--- config.mk ---
export PLATFORM = sky130hd
export DESIGN_NAME = load_store_unit
export DESIGN_NICKNAME = d
export VERILOG_FILES = /design/src/rtl/load_store_unit_pkg.sv /design/src/rtl/load_store_unit_align.sv /design/src/rtl/load_store_unit.sv
export SDC_FILE = /design/constraint.sdc
export NUM_CORES = 1
export LEC_CHECK = 0
export CELL_PAD_IN_SITES_DETAIL_PLACEMENT = 1
export CELL_PAD_IN_SITES_GLOBAL_PLACEMENT = 2
export CORE_AREA = 2 2 134 136
export CTS_CLUSTER_SIZE = 40
export DETAILED_ROUTE_END_ITERATION = 8
export DIE_AREA = 0 0 136 138
export HOLD_SLACK_MARGIN = 0.15
export PLACE_DENSITY_LB_ADDON = 0.2
export SYNTH_ARGS = -nofsm -noshare
export SYNTH_HDL_FRONTEND = slang
export SYNTH_HIERARCHICAL = 1
export SYNTH_SLANG_ARGS = --single-unit
--- constraint.sdc ---
create_clock -name clk -period 2.5 [get_ports clk]
set_input_delay 0.375 -clock clk [delete_from_list [all_inputs] [get_ports clk]]
set_output_delay 0.375 -clock clk [all_outputs]
set_load 0.01 [all_outputs]
--- src/rtl/load_store_unit_pkg.sv ---
// Shared definitions for the load/store unit: access size codes and FSM states.
package load_store_unit_pkg;

    localparam logic [1:0] SZ_B = 2'b00;
    localparam logic [1:0] SZ_H = 2'b01;
    localparam logic [1:0] SZ_W = 2'b10;

    typedef enum logic [1:0] {
        IDLE   = 2'b00,
        ISSUE  = 2'b01,
        WAIT_R = 2'b10,
        RESP   = 2'b11
    } state_t;

endpackage

--- src/rtl/load_store_unit_align.sv ---
// Byte-lane logic for the load/store unit: request-side byte enables, store data
// replication and misalignment check, plus response-side load extraction/extension.
module lsu_align
    import load_store_unit_pkg::*;
#(
    parameter int width = 32
) (
    input  logic [1:0]       size,
    input  logic [1:0]       offset,
    input  logic [width-1:0] wdata,
    output logic [3:0]       be,
    output logic [width-1:0] wdata_rep,
    output logic             misaligned,
    input  logic [1:0]       ld_size,
    input  logic [1:0]       ld_offset,
    input  logic             ld_signed,
    input  logic [width-1:0] rdata,
    output logic [width-1:0] rdata_ext
);

    logic [width-1:0] shifted;

    always_comb begin
        // NOTE: every output gets a default before the case, so no path can infer a latch.
        be         = 4'b1111;
        wdata_rep  = wdata;
        misaligned = 1'b0;
        case (size)
            SZ_B: begin
                be        = 4'b0001 << offset;
                wdata_rep = {4{wdata[7:0]}};
            end
            SZ_H: begin
                be         = offset[1] ? 4'b1100 : 4'b0011;
                wdata_rep  = {2{wdata[15:0]}};
                misaligned = offset[0];
            end
            default: misaligned = (offset != 2'b00);  // size 11 behaves as a word
        endcase
    end

    always_comb begin
        shifted = rdata >> {ld_offset, 3'b000};
        case (ld_size)
            SZ_B:    rdata_ext = {{24{ld_signed & shifted[7]}}, shifted[7:0]};
            SZ_H:    rdata_ext = {{16{ld_signed & shifted[15]}}, shifted[15:0]};
            default: rdata_ext = rdata;
        endcase
    end

endmodule

--- src/rtl/load_store_unit.sv ---
// Load/store unit top: accepts one datapath access, runs the req/gnt/rvalid
// handshake to word-addressed memory and returns an aligned response.
module load_store_unit
    import load_store_unit_pkg::*;
#(
    parameter int width  = 32,
    parameter int ADDR_W = 8
) (
    input  logic              clk,
    input  logic              rst_n,
    input  logic              req_valid,
    input  logic              req_we,
    input  logic [1:0]        req_size,
    input  logic              req_signed,
    input  logic [width-1:0]  req_addr,
    input  logic [width-1:0]  req_wdata,
    output logic              stall,
    output logic              rsp_valid,
    output logic              rsp_err,
    output logic [width-1:0]  rsp_rdata,
    output logic              mem_req,
    output logic              mem_we,
    output logic [3:0]        mem_be,
    output logic [ADDR_W-1:0] mem_addr,
    output logic [width-1:0]  mem_wdata,
    input  logic              mem_gnt,
    input  logic              mem_rvalid,
    input  logic [width-1:0]  mem_rdata
);

    state_t           state;
    logic [1:0]       ld_size;
    logic [1:0]       ld_offset;
    logic             ld_signed;
    logic [3:0]       be_next;
    logic [width-1:0] wdata_next;
    logic [width-1:0] rdata_ext;
    logic             misaligned;

    lsu_align #(.width(width)) u_align (
        .size      (req_size),
        .offset    (req_addr[1:0]),
        .wdata     (req_wdata),
        .be        (be_next),
        .wdata_rep (wdata_next),
        .misaligned(misaligned),
        .ld_size   (ld_size),
        .ld_offset (ld_offset),
        .ld_signed (ld_signed),
        .rdata     (mem_rdata),
        .rdata_ext (rdata_ext)
    );

    // Combinational so the core freezes in the very cycle it presents a request.
    assign stall = rst_n &
                   (((state == IDLE) & req_valid) | (state == ISSUE) | (state == WAIT_R));

    always_ff @(posedge clk or negedge rst_n) begin
        if (!rst_n) begin
            state     <= IDLE;
            mem_req   <= 1'b0;
            mem_we    <= 1'b0;
            mem_be    <= 4'b0000;
            mem_addr  <= '0;
            mem_wdata <= '0;
            rsp_valid <= 1'b0;
            rsp_err   <= 1'b0;
            rsp_rdata <= '0;
            ld_size   <= SZ_B;
            ld_offset <= 2'b00;
            ld_signed <= 1'b0;
        end else begin
            // NOTE: all state here uses non-blocking assignments so every register samples pre-edge values.
            rsp_valid <= 1'b0;
            case (state)
                IDLE: begin
                    if (req_valid) begin
                        rsp_rdata <= '0;
                        if (misaligned) begin
                            rsp_err   <= 1'b1;
                            rsp_valid <= 1'b1;
                            state     <= RESP;
                        end else begin
                            rsp_err   <= 1'b0;
                            mem_req   <= 1'b1;
                            mem_we    <= req_we;
                            mem_be    <= be_next;
                            mem_addr  <= req_addr[ADDR_W+1:2];
                            mem_wdata <= wdata_next;
                            ld_size   <= req_size;
                            ld_offset <= req_addr[1:0];
                            ld_signed <= req_signed;
                            state     <= ISSUE;
                        end
                    end
                end
                ISSUE: begin
                    if (mem_gnt) begin
                        mem_req <= 1'b0;
                        if (mem_we) begin
                            rsp_valid <= 1'b1;
                            state     <= RESP;
                        end else begin
                            state <= WAIT_R;
                        end
                    end
                end
                WAIT_R: begin
                    if (mem_rvalid) begin
                        rsp_rdata <= rdata_ext;
                        rsp_valid <= 1'b1;
                        state     <= RESP;
                    end
                end
                RESP:    state <= IDLE;
                default: state <= IDLE;
            endcase
        end
    end

endmodule
==> run_results.csv, run 1 <==
group,metric,value,unit
critical_path,critPathKind,"reg -> out",
pwr,p_per_area,1153,nW/um2
clock_tree,cts_root_buf,"clkbuf_16",
detailed_routing,routedWlPerCell,18.05,um
global_routing,grt.overflow.total,0,
floorplan,num_rows,49,
final_layout,fin_cells,847,
final_layout,nets,724,
sta,finClkSkew,0.008902,ns
sta,tns,0,ns
critical_path,critPathLaunch,"state[1]$_DFFE_PN0P_",
yosys,synth_cell_types,46,
sta,worstMarginPinSlew,0.6500,ns
global_routing,busiest_layer,"met2",
final_layout,fin_area,7057,um2
clock_tree,cts-buffers-inserted,9,
floorplan,chipWidth,136,um
final_layout,area_growth,42.60,%
critical_path,worst_setup_path_end_kind,"output port",
detailed_routing,wl,15290,um
global_routing,grt_pass1_vias,4502,
floorplan,core_region_area,17530,um2
sta,period_share,0.9588,
status,status,"completed",
yosys,yosys.area.top_type,"dfrtp_1",
final_layout,n_fill_cell,1974,
global_routing,antenna_found_initial,1,
sta,final.min_clock_period,2.397,ns
global_routing,grt_first_pass_wirelength,24900,um
sta,hold_violations,0,
critical_path,cp_max_fo,6,
clock_tree,htreeDepth,3,
clock_tree,cts_buffer_depth,2,
yosys,synth_nets,576,
yosys,syn_area,4948,um2
critical_path,arrival,2.02,ns
critical_path,critPathLaunchType,"flip-flop",
clock_tree,cts_post_setup_buffers_inserted,0,
pwr,ir_drop,413.6,uV
flow_run,max-cap-violations,0,
place,place_inst,830,
final_layout,layout-drive-gt1-share,0.1767,
floorplan,die_h,138,um
clock_tree,clk_latency,0.35,ns
yosys,yosysWarnings,6,
global_routing,grt_max_degree,65,
critical_path,setup.worst_path.end,"stall",
pwr,p_leak,2.898,nW
global_routing,gr-usage-met3,0.05024,
detailed_routing,route.detailed.drc,0,
clock_tree,cts_tree,"done",
clock_tree,path_clk_slew,0.07,ns
yosys,yosysSeqAreaShare,0.4399,
yosys,synth_edf_count,0,
clock_tree,cts.sinks,87,
sta,holdWs,0.1341,ns
global_routing,use_met2,0.2759,
sta,slew_headroom,0.5667,
critical_path,critPathRequiredTime,2.12,ns
detailed_routing,ant_nets,0,
yosys,syn_avg_cell_area,10.66,um2
place,io_buffers,163,
global_routing,grt_use_met1,0.2161,
clock_tree,post_cts_resized,0,
detailed_routing,drtPass1Iterations,4,
critical_path,rr_endpoint,"ld_offset[0]$_DFFE_PN0P_",
sta,fin_ws,0.1029,ns
place,dp_slack,0.1404,ns
worst_hold_path,hp-class,"in -> async",
place,dp_hpwl,11270,um
global_routing,grtUsageTotal,0.1694,
yosys,synth_cells,464,
floorplan,boundaryPins,186,
floorplan,die_area,18770,um2
detailed_routing,vias_per_cell,4.882,
yosys,synth_top_area_frac,0.4399,
place,post_dp_cell_area,6748,um2
critical_path,reg2regPathDepth,5,
floorplan,start_util,0.2822,
detailed_routing,vias,4135,
yosys,async_reset_ff_frac,1.000,
yosys,synthFlopType,"dfrtp_1",
clock_tree,cts_hold_buf,0,
detailed_routing,drtIter0Drc,145,
critical_path,reg2reg_from,"state[1]$_DFFE_PN0P_",
yosys,synth_area_leaders,"dfrtp_1, mux2_2, o31ai_1",
yosys,synth-seq-cells,87,
sta,rsz0062_at_grt,"false",
sta,finalMaxSlewViolations,0,
sta,max_freq,417.2,MHz
critical_path,reg2reg_slack,0.51,ns
place,gp_congestion,0.7965,
sta,setup_viol,0,
[cell families after synthesis]
family | synth area share
AO/OA/AOI/OAI | 0.1912
AND/OR/NAND/NOR | 0.08521
flip-flops | 0.4399
multiplexers | 0.1952
buffers and inverters | 0.07080
adder cells (fa/ha/maj) | 0.01770
[placed cells by master (no fill, tap or decap), drive strengths merged]
cell type / instances
o311ai: 1
ha: 7
nand2b: 4
nor2: 5
nor2b: 3
a41oi: 1
and3: 1
a22oi: 3
o2111ai: 1
inv: 8
a21oi: 3
a211oi: 1
clkbuf: 10
diode: 1
o21bai: 3
dfrtp: 87
nand3: 3
mux2i: 15
o211a: 6
nand2: 71
o31ai: 39
clkinvlp: 2
mux4: 1
o2bb2ai: 7
a32oi: 1
a21boi: 1
o211ai: 1
a22o: 6
or2b: 1
a31oi: 2
mux2: 69
clkinv: 2
a221oi: 1
a21o: 2
o21ai: 58
bufinv: 1
buf: 21
clkdlybuf4s50: 162
nand3b: 6
nand4: 1
[cell usage after synthesis (all sizes together), types with 2 or more instances]
library cell and number:
o2bb2ai 7, o21ai 58, nand2 71, mux2i 15, o211a 6, a21o 2
nor2 5, a22o 6, o21bai 3, nand3 3, nor2b 3, mux2 69
a21oi 3, a22oi 3, ha 7, nand3b 6, clkbuf 19, dfrtp 87
inv 6, o31ai 39, buf 27, a31oi 2, nand2b 4
[area by class of cell]
cell class | count | area (um2) | area share
flip-flops and latches | 87 | 2177 | 0.3085
inverters | 7 | 26.28 | 0.003723
well taps | 229 | 286.5 | 0.04060
clock buffers | 10 | 239.0 | 0.03387
diodes | 1 | 2.502 | 0.0003546
repair buffers | 183 | 1829 | 0.2592
multi-input cells | 324 | 2429 | 0.3441
clock inverters | 6 | 67.56 | 0.009574
[state kept, by name, summed over array words and instances, names as in the netlist]
| signal | cells |
|---|---|
| mem_wdata | 32 |
| rsp_rdata | 32 |
| mem_addr | 8 |
| mem_be | 4 |
| ld_offset | 2 |
| ld_size | 2 |
| state | 2 |
| ld_signed | 1 |
| mem_req | 1 |
| mem_we | 1 |
| rsp_err | 1 |
| rsp_valid | 1 |
[worst min-delay path by stage]
stage               cells past startpoint  slack [ns]                        end
floorplan                               0        0.08   ld_offset[0]$_DFFE_PN0P_
global placement                        2        0.47        rsp_err$_DFFE_PN0P_
detailed placement                      1        0.49    mem_addr[6]$_DFFE_PN0P_
CTS                                     2        0.18  rsp_rdata[30]$_DFFE_PN0P_
global route                            2        0.21  rsp_rdata[28]$_DFFE_PN0P_
finish                                  2        0.13  rsp_rdata[27]$_DFFE_PN0P_
[through the flow]
stage                       util  power, mW
after global placement    0.3848      6.704
after global routing      0.4023      8.768
after detailed placement  0.3848      6.800
final                     0.4025      8.134
after CTS                 0.4023      8.283
after floorplan                -      4.888
[report_power, final]
part           switching [mW]  internal, mW
registers               0.420          2.05
clock network           0.615         0.808
logic                    2.03          2.21
total                    3.07          5.07
[critical path, stage by stage, from the launching register on]
cell	delay, ns
dfrtp_1	0.45
inv_1	0.16
ha_1	0.24
nand2_1	0.10
a21boi_0	0.16
clkdlybuf4s50_1	0.56
[metal layers]
| metal | share of wire | wire length [um] |
|---|---|---|
| met1 | 0.44 | 6720 |
| met2 | 0.48 | 7333 |
| met3 | 0.069 | 1050 |
| met4 | 0.012 | 180 |
| met5 | 0 | 0 |
Note: power is estimated with default switching activity, not from simulation.
==> inputs of run 2 (changes only) <==
--- a/config.mk
+++ b/config.mk
@@ -7,10 +7,10 @@
 export LEC_CHECK = 0
 export CELL_PAD_IN_SITES_DETAIL_PLACEMENT = 1
 export CELL_PAD_IN_SITES_GLOBAL_PLACEMENT = 2
-export CORE_AREA = 2 2 134 136
+export CORE_AREA = 2 2 139 141
 export CTS_CLUSTER_SIZE = 40
 export DETAILED_ROUTE_END_ITERATION = 8
-export DIE_AREA = 0 0 136 138
+export DIE_AREA = 0 0 141 143
 export HOLD_SLACK_MARGIN = 0.15
 export PLACE_DENSITY_LB_ADDON = 0.2
 export SYNTH_ARGS = -nofsm -noshare
==> constraint.sdc (replaced) <==
create_clock -name clk -period 2.31 [get_ports clk]
set_input_delay 0.3465 -clock clk [delete_from_list [all_inputs] [get_ports clk]]
set_output_delay 0.3465 -clock clk [all_outputs]
set_load 0.01 [all_outputs]
==> run_results.csv, run 2 (synthesis results as in run 1) <==
group,metric,value,unit
status,status,"completed",
clock_tree,cts_post_setup_buffers_inserted,0,
final_layout,n_fill_cell,2059,
final_layout,antennaDiodeCount,0,
clock_tree,cts_buffer_depth,2,
final_layout,seqCellArea,2177,um2
clock_tree,cts_tree,"done",
sta,period_share,0.8868,
detailed_routing,drtIter0Drc,118,
sta,finalMaxSlewViolations,0,
global_routing,grtUsageTotal,0.1598,
critical_path,arrival,1.70,ns
critical_path,critPathRequiredTime,1.96,ns
pwr,p_leak,2.918,nW
sta,max_freq,488.2,MHz
final_layout,multi_input_area,2429,um2
final_layout,layout_common_cells,"clkdlybuf4s50_1, dfrtp_1, nand2_1, mux2_2, o21ai_0",
critical_path,worst_setup_path_end_kind,"output port",
floorplan,core_region_area,18580,um2
detailed_routing,vias_per_cell,4.858,
final_layout,fin_cells,852,
clock_tree,cts.sinks,87,
final_layout,final_common_cell,"clkdlybuf4s50_1",
flow_run,max-cap-violations,0,
place,post_dp_cell_area,6787,um2
global_routing,grt_first_pass_wirelength,25060,um
global_routing,grt_max_degree,65,
detailed_routing,drtPass1Iterations,4,
clock_tree,clk_latency,0.34,ns
floorplan,chipWidth,141,um
floorplan,die_area,20160,um2
worst_hold_path,hp-class,"reg -> reg",
detailed_routing,wl,15800,um
sta,worstMarginPinSlew,0.6784,ns
critical_path,critPathLaunchType,"flip-flop",
clock_tree,cts-buffers-inserted,9,
floorplan,boundaryPins,186,
floorplan,start_util,0.2663,
final_layout,nets,726,
detailed_routing,routedWlPerCell,18.55,um
final_layout,area_growth,43.36,%
global_routing,antenna_found_initial,1,
detailed_routing,route.detailed.drc,0,
pwr,ir_drop,498.8,uV
critical_path,critPathKind,"reg -> out",
sta,slew_headroom,0.5477,
sta,finClkSkew,0.005960,ns
final_layout,fin_area,7094,um2
final_layout,layout-drive-gt1-share,0.1764,
place,gp_congestion,0.7815,
floorplan,num_rows,50,
global_routing,grt.overflow.total,0,
sta,hold_violations,0,
sta,setup_viol,0,
sta,tns,0,ns
detailed_routing,vias,4139,
floorplan,die_h,143,um
final_layout,reg.largest.list,"mem_wdata x32, rsp_rdata x32, mem_addr x8",
place,dp_hpwl,11650,um
critical_path,cp_max_fo,6,
place,place_inst,836,
sta,rsz0062_at_grt,"false",
pwr,p_per_area,1245,nW/um2
place,io_buffers,163,
clock_tree,cts_root_buf,"clkbuf_16",
global_routing,grt_pass1_vias,4622,
clock_tree,path_clk_slew,0.06,ns
sta,final.min_clock_period,2.048,ns
clock_tree,htreeDepth,3,
detailed_routing,ant_nets,0,
run 2: cell count changes in the layout (fill, tap and decap cells not counted), sizes merged:
| cell | change |
|---|---|
| clkbuf | +2 |
| inv | -2 |
| buf | +1 |
| clkdlybuf4s50 | -1 |
| clkinvlp | -1 |
| diode | -1 |
| dlygate4sd2 | +1 |
| dlygate4sd3 | +1 |
run 2: power by group:
part           leakage [nW]  internal (mW)  switching (mW)
clock network         0.145          0.891           0.617
logic                  1.68           2.42            2.25
registers              1.10           2.22           0.426
total                  2.92           5.54            3.29
run 2: worst paths after layout:
path	from	endpoint	slack [ns]	cells after the start
worst max-delay path	state[1]$_DFFE_PN0P_	stall	0.26	5
worst max register to register	state[1]$_DFFE_PN0P_	rsp_rdata[4]$_DFFE_PN0P_	0.32	6
max in group asynchronous	rst_n	mem_wdata[28]$_DFFE_PN0P_	1.11	3
worst min register to register	mem_wdata[20]$_DFFE_PN0P_	mem_wdata[20]$_DFFE_PN0P_	0.50	1
min in group asynchronous	rst_n	rsp_rdata[25]$_DFFE_PN0P_	0.65	3
worst min-delay path	mem_wdata[20]$_DFFE_PN0P_	mem_wdata[20]$_DFFE_PN0P_	0.50	1
run 2: layout make-up:
cell class	instances	share of cell area
clock buffer	12	0.03616
tap	234	0.04127
timing repair buffer	185	0.2637
clock inverter	3	0.005996
multi-input combinational	324	0.3423
sequential	87	0.3069
inverter	7	0.003704
run 2: repair_timing:
item | CTS | global route
hold buffers | 1 | 0
resized for setup | 2 | 0
setup endpoints to repair | 1 | 0
hold endpoints to repair | 37 | 0
run 2: worst max-delay path, stage by stage (launching register included):
cell           delay (ns)
dfrtp_1              0.44
inv_1                0.16
ha_1                 0.22
nand2_1              0.10
a21boi_0             0.16
dlygate4sd2_1        0.29
run 2: per-stage QoR:
| stage | util | hold slack [ns] | total power, mW | worst slack (ns) |
|---|---|---|---|---|
| 2_1_floorplan | - | 0.05091 | 5.290 | 0.5018 |
| 3_3_place_gp | 0.3653 | 0.4745 | 7.319 | 0.1294 |
| 3_5_place_dp | 0.3653 | 0.4860 | 7.413 | 0.1069 |
| 4_1_cts | 0.3818 | 0.5082 | 8.988 | 0.2207 |
| 5_1_grt | 0.3818 | 0.5254 | 9.504 | 0.1094 |
| 6_report | 0.3818 | 0.5045 | 8.829 | 0.2616 |
run 2: layer usage:
metal | vias up | GRT usage | routed length [um]
li1 | 1973 | - | -
met1 | 2017 | 0.1954 | 6998
met2 | 126 | 0.2634 | 7307
met3 | 21 | 0.05902 | 1194
met4 | 2 | 0.04947 | 289
met5 | - | 0 | 13
==> inputs of run 3 (changes only) <==
--- a/config.mk
+++ b/config.mk
@@ -7,13 +7,12 @@
 export LEC_CHECK = 0
 export CELL_PAD_IN_SITES_DETAIL_PLACEMENT = 1
 export CELL_PAD_IN_SITES_GLOBAL_PLACEMENT = 2
-export CORE_AREA = 2 2 139 141
+export CORE_AREA = 2 2 136 138
 export CTS_CLUSTER_SIZE = 40
 export DETAILED_ROUTE_END_ITERATION = 8
-export DIE_AREA = 0 0 141 143
+export DIE_AREA = 0 0 138 140
 export HOLD_SLACK_MARGIN = 0.15
 export PLACE_DENSITY_LB_ADDON = 0.2
 export SYNTH_ARGS = -nofsm -noshare
 export SYNTH_HDL_FRONTEND = slang
-export SYNTH_HIERARCHICAL = 1
 export SYNTH_SLANG_ARGS = --single-unit
==> run_results.csv, run 3 <==
group,metric,value,unit
status,status,"completed",
flow_run,max-cap-violations,0,
yosys,yosys.area.top_type,"dfrtp_1",
sta,max_freq,466.6,MHz
floorplan,die_h,140,um
place,gp_congestion,0.7743,
place,dp_hpwl,11130,um
global_routing,grt_first_pass_wirelength,23560,um
worst_hold_path,hp-class,"in -> async",
critical_path,reg2reg_from,"state[0]$_DFFE_PN0P_",
yosys,synth_edf_count,0,
sta,finalMaxSlewViolations,0,
sta,rsz0062_at_grt,"false",
global_routing,antenna_found_initial,0,
floorplan,die_area,19320,um2
critical_path,critPathLaunchType,"flip-flop",
floorplan,start_util,0.2372,
sta,worstMarginPinSlew,0.8070,ns
final_layout,reg.largest.list,"mem_wdata x32, rsp_rdata x32, mem_addr x8",
place,io_buffers,163,
detailed_routing,drtIter0Drc,120,
sta,hold_violations,0,
yosys,yosysSeqAreaShare,0.5162,
critical_path,arrival,2.43,ns
sta,holdWs,0.3849,ns
final_layout,nets,715,
clock_tree,cts_root_buf,"clkbuf_16",
global_routing,grt.overflow.total,0,
sta,tns,0,ns
detailed_routing,ant_nets,0,
yosys,yosysWarnings,0,
clock_tree,clk_latency,0.35,ns
pwr,p_per_area,1204,nW/um2
final_layout,fin_cells,840,
yosys,synth_area_leaders,"dfrtp_1, nand2_1, mux2i_1",
clock_tree,cts_post_setup_buffers_inserted,0,
critical_path,cp_max_fo,16,
yosys,synth_cells,439,
pwr,ir_drop,440.9,uV
floorplan,chipWidth,138,um
detailed_routing,vias_per_cell,4.640,
yosys,synth_top_area_frac,0.5162,
sta,slew_headroom,0.4620,
sta,period_share,0.9278,
detailed_routing,routedWlPerCell,17.72,um
critical_path,rr_endpoint,"rsp_rdata[17]$_DFFE_PN0P_",
final_layout,multi_input_area,1899,um2
critical_path,critPathRequiredTime,2.59,ns
yosys,synth_most_common_cell,"nand2_1",
sta,final.min_clock_period,2.143,ns
pwr,total_power,7.900,mW
yosys,syn_area,4218,um2
detailed_routing,route.detailed.drc,0,
final_layout,area_growth,55.62,%
clock_tree,path_clk_slew,0.07,ns
floorplan,num_rows,49,
critical_path,critPathKind,"reg -> reg",
detailed_routing,drtPass1Iterations,4,
global_routing,grt_max_degree,44,
floorplan,boundaryPins,186,
detailed_routing,vias,3898,
yosys,synth.top_cells.by_count,"nand2_1, dfrtp_1, mux2i_1, o21ai_0, a21oi_1",
floorplan,core_region_area,17780,um2
clock_tree,cts_tree,"done",
sta,fin_ws,0.1667,ns
place,place_inst,823,
sta,setup_viol,0,
clock_tree,cts_buffer_depth,2,
pwr,p_leak,2.851,nW
yosys,async_reset_ff_frac,1.000,
place,dp_slack,0.04655,ns
clock_tree,cts.sinks,87,
yosys,synth-seq-cells,87,
final_layout,layout-drive-gt1-share,0.08674,
critical_path,reg2reg_slack,0.17,ns
yosys,synth_nets,548,
final_layout,antennaDiodeCount,0,
yosys,syn_avg_cell_area,9.608,um2
clock_tree,htreeDepth,3,
sta,finClkSkew,0.008751,ns
final_layout,n_fill_cell,1988,
detailed_routing,wl,14890,um
critical_path,worst_setup_path_end_kind,"flip-flop",
global_routing,grt_pass1_vias,4173,
final_layout,layout_common_cells,"clkdlybuf4s50_1, nand2_1, dfrtp_1, mux2i_1, o21ai_0",
yosys,synthFlopType,"dfrtp_1",
global_routing,grtUsageTotal,0.1542,
yosys,synth_cell_types,47,
final_layout,final_common_cell,"clkdlybuf4s50_1",
clock_tree,cts-buffers-inserted,9,
critical_path,reg2regPathDepth,6,
final_layout,seqCellArea,2177,um2
-- run 3: cell type report --
class,instances,area share
Sequential cell,87,0.3317
Inverter,9,0.005147
Clock buffer,10,0.03641
Clock inverter,6,0.01029
Tap cell,229,0.04365
Timing Repair Buffer,187,0.2835
Multi-Input combinational cell,312,0.2894
-- run 3: report_power, final --
group / total, mW / switching (mW) / internal [mW]
clock: 1.54 / 0.665 / 0.873
combinational: 3.70 / 1.76 / 1.95
sequential: 2.66 / 0.471 / 2.19
total: 7.90 / 2.89 / 5.01
-- run 3: worst max-delay path by stage --
stage	start	to	slack (ns)	cells past startpoint
CTS	state[0]$_DFFE_PN0P_	rsp_rdata[24]$_DFFE_PN0P_	0.16	6
detailed placement	mem_rdata[23]	rsp_rdata[17]$_DFFE_PN0P_	0.05	5
global placement	req_valid	rsp_rdata[25]$_DFFE_PN0P_	0.12	5
global route	state[0]$_DFFE_PN0P_	rsp_rdata[23]$_DFFE_PN0P_	0.02	6
finish	state[0]$_DFFE_PN0P_	rsp_rdata[17]$_DFFE_PN0P_	0.17	6
floorplan	state[0]$_DFFE_PN0P_	rsp_rdata[19]$_DFFE_PN0P_	0.46	8
-- run 3: cells by family (layout without fill, tap and decap cells) --
logic type | count (synthesis) | in the layout | synth area share
flops | 87 | 87 | 0.5162
fa+ha+maj | 4 | 4 | 0.01187
buf+inv | 40 | 212 | 0.04153
simple gates | 152 | 152 | 0.1522
compound gates | 121 | 121 | 0.1937
mux | 35 | 35 | 0.08454
-- run 3: timing repair --
| item | CTS | global route |
|---|---|---|
| hold buffers | 1 | 0 |
| endpoints found under the hold margin | 7 | 0 |
| endpoints found under the setup margin | 1 | 0 |
| gates resized for setup | 5 | 0 |
-- run 3: worst max-delay path, cell delays in order (launching register included) --
cell and delay [ns]:
dfrtp_1 0.42, inv_2 0.12, ha_1 0.23, and2_1 0.17
nand3_1 0.16, a311oi_4 0.76, a221o_1 0.21
-- run 3: metrics by stage --
step                        util  area (um2)
after CTS                 0.3692        6564
after detailed placement  0.3506        6233
after floorplan                -        4218
after global placement    0.3506        6233
final                     0.3692        6564
after global routing      0.3692        6564
-- run 3: layer usage --
layer  part of all wire  wire length [um]  track usage  vias to the layer above
met3              0.089              1320      0.05709                       12
met1               0.44              6488       0.1964                     1881
li1                   -                 -            -                     1869
met4              0.013               188      0.04672                        0
met5                  0                 0            0                        -
met2               0.46              6891       0.2452                      136
